$ cat config.mk
export PLATFORM = sky130hd
export DESIGN_NAME = rsa_host_step_rom
export DESIGN_NICKNAME = d
export VERILOG_FILES = /design/src/rtl/rsa_host_sequencer_pkg.sv /design/src/rtl/rsa_host_step_rom.sv
export SDC_FILE = /design/constraint.sdc
export NUM_CORES = 1
export LEC_CHECK = 0
export BUFFER_PORTS_ARGS = -buffer_cell sky130_fd_sc_hd__clkbuf_2
export CORE_AREA = 2 2 39 41
export DETAILED_ROUTE_END_ITERATION = 16
export DIE_AREA = 0 0 41 43
export PLACE_DENSITY = 0.41
export SLEW_MARGIN = 30
export SYNTH_ARGS = -nofsm -noshare
export SYNTH_HDL_FRONTEND = slang
export SYNTH_SLANG_ARGS = --single-unit
$ cat constraint.sdc
create_clock -name vclk -period 0.88
set_clock_uncertainty 0.2 [all_clocks]
set_input_delay 0.044 -clock vclk [all_inputs]
set_output_delay 0.044 -clock vclk [all_outputs]
set_load 0.1 [all_outputs]
$ cat src/rtl/rsa_host_sequencer_pkg.sv
// Shared types and constants for the RSA host sequencer: command codes, job modes,
// FSM states and the per-mode command-sequence ROMs.
package rsa_host_sequencer_pkg;

  localparam int unsigned TX_SIZE = 1024;
  localparam int unsigned RES_W   = 512;
  localparam int unsigned CMD_W   = 32;
  localparam int unsigned CODE_W  = 4;
  localparam int unsigned STEP_W  = 3;

  typedef enum logic {
    MODE_EXP  = 1'b0,
    MODE_MONT = 1'b1
  } job_mode_e;

  // Command codes as decoded by the wrapper
  localparam logic [CODE_W-1:0] CMD_MONT_LD_A  = 4'h1;
  localparam logic [CODE_W-1:0] CMD_MONT_LD_B  = 4'h2;
  localparam logic [CODE_W-1:0] CMD_EXP_RUN    = 4'h3;
  localparam logic [CODE_W-1:0] CMD_MONT_RUN   = 4'h4;
  localparam logic [CODE_W-1:0] CMD_EXP_LD_MOD = 4'h5;
  localparam logic [CODE_W-1:0] CMD_EXP_LD_RSQ = 4'h6;
  localparam logic [CODE_W-1:0] CMD_EXP_LD_X   = 4'h7;
  localparam logic [CODE_W-1:0] CMD_READ       = 4'h8;
  localparam logic [CODE_W-1:0] CMD_RESET      = 4'h9;

  typedef enum logic [1:0] {
    WSEL_0    = 2'd0,
    WSEL_1    = 2'd1,
    WSEL_2    = 2'd2,
    WSEL_NONE = 2'd3
  } word_sel_e;

  typedef struct packed {
    logic [CODE_W-1:0] code;
    word_sel_e         wsel;
    logic              is_send;
    logic              is_recv;
    logic              is_last;
  } step_t;

  typedef enum logic [2:0] {
    ST_IDLE,
    ST_ISSUE,
    ST_SEND,
    ST_RECV,
    ST_WAIT_DONE,
    ST_ACK,
    ST_WAIT_DONE_LOW,
    ST_RESULT
  } state_e;

  localparam int unsigned EXP_LEN  = 6;
  localparam int unsigned MONT_LEN = 5;

  // Entries listed from the last step down to step 0
  localparam step_t [EXP_LEN-1:0] EXP_SEQ = {
    step_t'{CMD_READ,       WSEL_NONE, 1'b0, 1'b1, 1'b1},
    step_t'{CMD_EXP_RUN,    WSEL_NONE, 1'b0, 1'b0, 1'b0},
    step_t'{CMD_EXP_LD_X,   WSEL_2,    1'b1, 1'b0, 1'b0},
    step_t'{CMD_EXP_LD_RSQ, WSEL_1,    1'b1, 1'b0, 1'b0},
    step_t'{CMD_EXP_LD_MOD, WSEL_0,    1'b1, 1'b0, 1'b0},
    step_t'{CMD_RESET,      WSEL_NONE, 1'b0, 1'b0, 1'b0}
  };

  localparam step_t [MONT_LEN-1:0] MONT_SEQ = {
    step_t'{CMD_READ,       WSEL_NONE, 1'b0, 1'b1, 1'b1},
    step_t'{CMD_MONT_RUN,   WSEL_NONE, 1'b0, 1'b0, 1'b0},
    step_t'{CMD_MONT_LD_B,  WSEL_1,    1'b1, 1'b0, 1'b0},
    step_t'{CMD_MONT_LD_A,  WSEL_0,    1'b1, 1'b0, 1'b0},
    step_t'{CMD_RESET,      WSEL_NONE, 1'b0, 1'b0, 1'b0}
  };

endpackage

$ cat src/rtl/rsa_host_step_rom.sv
// Combinational map from (job mode, step) to the command entry for that step.
module rsa_host_step_rom
  import rsa_host_sequencer_pkg::*;
(
  input  job_mode_e         i_mode,
  input  logic [STEP_W-1:0] i_step,
  output step_t             o_entry_c
);

  // Out-of-range steps decode to an all-zero entry
  always_comb begin
    o_entry_c = '0;
    if (i_mode == MODE_EXP) begin
      if (i_step < STEP_W'(EXP_LEN)) o_entry_c = EXP_SEQ[i_step];
    end else begin
      if (i_step < STEP_W'(MONT_LEN)) o_entry_c = MONT_SEQ[i_step];
    end
  end

endmodule

=== Word-level counts from Yosys, hierarchy flattened ===
Memory sizes are Yosys's and may differ from the RTL's.
Index checks and enable logic that the tools add are counted.

* Bits in read-only memories: 144
* Register bits after elaboration: 0
* Memories kept: 2

{| class="wikitable"
|+ Memories
! name !! depth !! width !! read ports !! clocked after Yosys merged registers in !! write ports !! line !! RTL
|-
| (no name shown) || 8 || 9 || 1 || 0 || 0 || rsa_host_step_rom.sv:16 || <nowiki>if (i_step < STEP_W'(MONT_LEN)) o_entry_c = MONT_SEQ[i_step];</nowiki>
|-
| (no name shown) || 8 || 9 || 1 || 0 || 0 || rsa_host_step_rom.sv:14 || <nowiki>if (i_step < STEP_W'(EXP_LEN)) o_entry_c = EXP_SEQ[i_step];</nowiki>
|}

* $lt $le $gt $ge: 3
* Mux-type cells: 5

{| class="wikitable"
|+ Operators by type and width
! kind !! count
|-
| 9-bit two-way mux || 5
|-
| 3-bit less-than comparator (second input constant) || 2
|-
| 3-bit by 4-bit less-than comparator with 1-bit output (second input constant) || 1
|}

=== Logic depth before layout (Yosys ltp) ===
* Depth after elaboration: 4
* Mapped depth: 4
* Depth with buffers taken out: 4

=== Worst setup path after synthesis ===
Ideal clock, no wire load.

* Path kind: input port to output port
* Start point: in i_step[1]
* End point: out o_entry_c[6] (netlist name)
* Required time: 636 ps
* Arrival time: 2,497 ps
* Setup slack: -1,861 ps
* Cell stages on the path: 2
* Cells stage by stage: nand2b_1 -> o32ai_1

{| class="wikitable"
|+ RTL lines
! what !! line !! RTL
|-
| from (decl) || rsa_host_step_rom.sv:6 || <nowiki>input logic [STEP_W-1:0] i_step,</nowiki>
|-
| to (decl) || rsa_host_step_rom.sv:7 || <nowiki>output step_t o_entry_c</nowiki>
|}

==> results.md <==
* Syn nets at 38
* Initial Util at 15.6%
* Post-synthesis instance total at 30
* Main combinational cell family by area after synthesis: simple AND/OR/NAND/NOR gates
* Final worst slack at -282 ps
* Crit path arrival time at 920 ps
* Vias at ~290
* Post-layout instance area at around 750 sq um
* PortBufs at 13
* Dpl cell area at roughly 680 sq um
* GR Util All Layers at under 10%
* YS warnings at 0
* Final min period at approximately 1200 ps
* DRT antenna net count at 0
* Final setup TNS at -2250 ps
* Metal3 WL at between 30 and 40 um
* Post-CTS Setup Inserts at 0
* Vias per cell at 4.38
* Simple-gate share of the synthesized area at about 28%
* WP data required at around 640 ps
* Rel. slew slack at 84.3%
* Fin nets at 60
* F_max at between 800 and 900 MHz
* Wire per inst at a little over 10 um
* Netlist cell types at 20
* Max cap viols at 0
* Pin count of the biggest net entering global routing at 8
* DRC Markers at 0
* Global-route wire length before repair at ~1100 um
* Final HPWL DP at around 630 um
* Layout cells sized above 1 at a little under nine tenths
* Crit path kind: in -> out
* Post-Layout Cell Count at 66
* Met2 wire len at roughly 440 um
* Die width at a little over 40 um
* Initial antenna violation count at 0
* Worst hold path type: in -> out
* Largest fanout on the critical path at 4
* Vias in the first global route at about 270
* Core ar. at about 1400 sq um
* Placed cells at 66
* Final hold slack at roughly 330 ps
* Overflow after GRT at 0
* # clk buffers at 0
* Seq Cell Count at 0
* Register Area at 0 sq um
* Die Height at 43 um
* Final WL at ~700 um
* RePlAce Congestion at between 0.7 and 0.8
* Final setup vio count at 9
* Failing checks: setup timing
* Worst vdd ir at ~0.35 mV
* Slew @ Worst Pin at 237 ps
* P_leak at 0.302 nW
* Status: finished, violations left
* Final hold vios at 0
* Slew Limit Fails at 0
* Synth Area in XOR/XNOR at approximately 4%
* Diode count at 0
* Post-synthesis sequential area ratio at 0%
* Cell Area, Synth at around 220 sq um
* Multiplexer area fraction after synthesis at 4.65%
* Final core occ at 54.5%
* Fillers at about 120
* Wl on met1 at around 220 um
* Iter 0 DRT Violations at 0
* Area delta synth->final at 251%
* Final worst path period share at 132%
* Synth Area per Inst at a little over 7 sq um
* Ports at 13
* Synth Area in Adders at a little under a quarter
* Synth Area in Compound Gates at a little under a quarter
* Unrepaired setup endpoints after global routing: true
* Cts hold-fix bufs at 0
* Commonest non-fill, non-tap cells in the layout: buf_12, buf_4, nor2b_4
* DRT Pass-1 Iters at 1
* Crit start category: primary input
* Most common cell after layout, fill and taps aside: buf_12
* Highest Signal Layer: met3
* PD cells at between 800 and 900 nW/um^2
* Rows at 14
* Die Footprint at 1760 sq um
* CP Capture Type: output port
[critical path, cell delays in order]
cell and delay (ps):
clkbuf_16 130, inv_12 30, ha_2 170, nor2b_4 140, nor3_4 210, buf_12 200
[cell families (layout without fill, tap and decap cells)]
logic type | after synthesis | in the layout
buffers and inverters | 6 | 26
multiplexers | 1 | 1
AO/OA/AOI/OAI | 7 | 7
XOR/XNOR | 1 | 1
AND/OR/NAND/NOR | 11 | 11
adder cells (fa/ha/maj) | 4 | 4
[metrics by stage]
stage               setup WS (ps)  power, W
floorplan                    -507  0.000429
finish                       -282  0.000672
detailed placement           -416  0.000642
global placement             -394  0.000637
CTS                          -294  0.000670
global route                 -306  0.000695
[metal layers]
metal | vias to the layer above | GRT usage (%)
met1 | 139 | 10.5
li1 | 144 | -
met5 | - | 0
met4 | 0 | 0
met2 | 6 | 16.6
met3 | 0 | 0.524
[cell type report]
class | count | area, sq um | area share, %
Multi-Input combinational cell | 24 | 359 | 47.6
Timing Repair Buffer | 23 | 339 | 44.9
Inverter | 3 | 36.3 | 4.81
Tap cell | 16 | 20.0 | 2.65
[power breakdown]
part / internal [W] / leakage [nW] / switching (W)
registers: 0 / 0 / 0
logic: 0.000286 / 0.302 / 0.000386
clock network: 0 / 0 / 0
total: 0.000286 / 0.302 / 0.000386
[synthesized netlist by cell type (2+ instances only)]
cell type	count	area (sq um)
ha_1	4	50.1
inv_1	3	11.3
nor2b_1	3	18.8
nand2b_1	2	12.5
nor2_1	2	7.51
nor3_1	2	10.0
[path summary, 6_finish.rpt]
check             startpoint           end  cells past startpoint
hold / removal     i_step[2]  o_entry_c[8]                      3
setup / recovery   i_step[0]  o_entry_c[7]                      6
[timing repair]
| item | CTS | global route |
|---|---|---|
| endpoints found under the hold margin | 0 | 0 |
| pin swaps | 3 | 5 |
| endpoints found under the setup margin | 9 | 9 |
| resized for setup | 11 | 3 |
No activity file was read; power rests on OpenSTA's default activity.
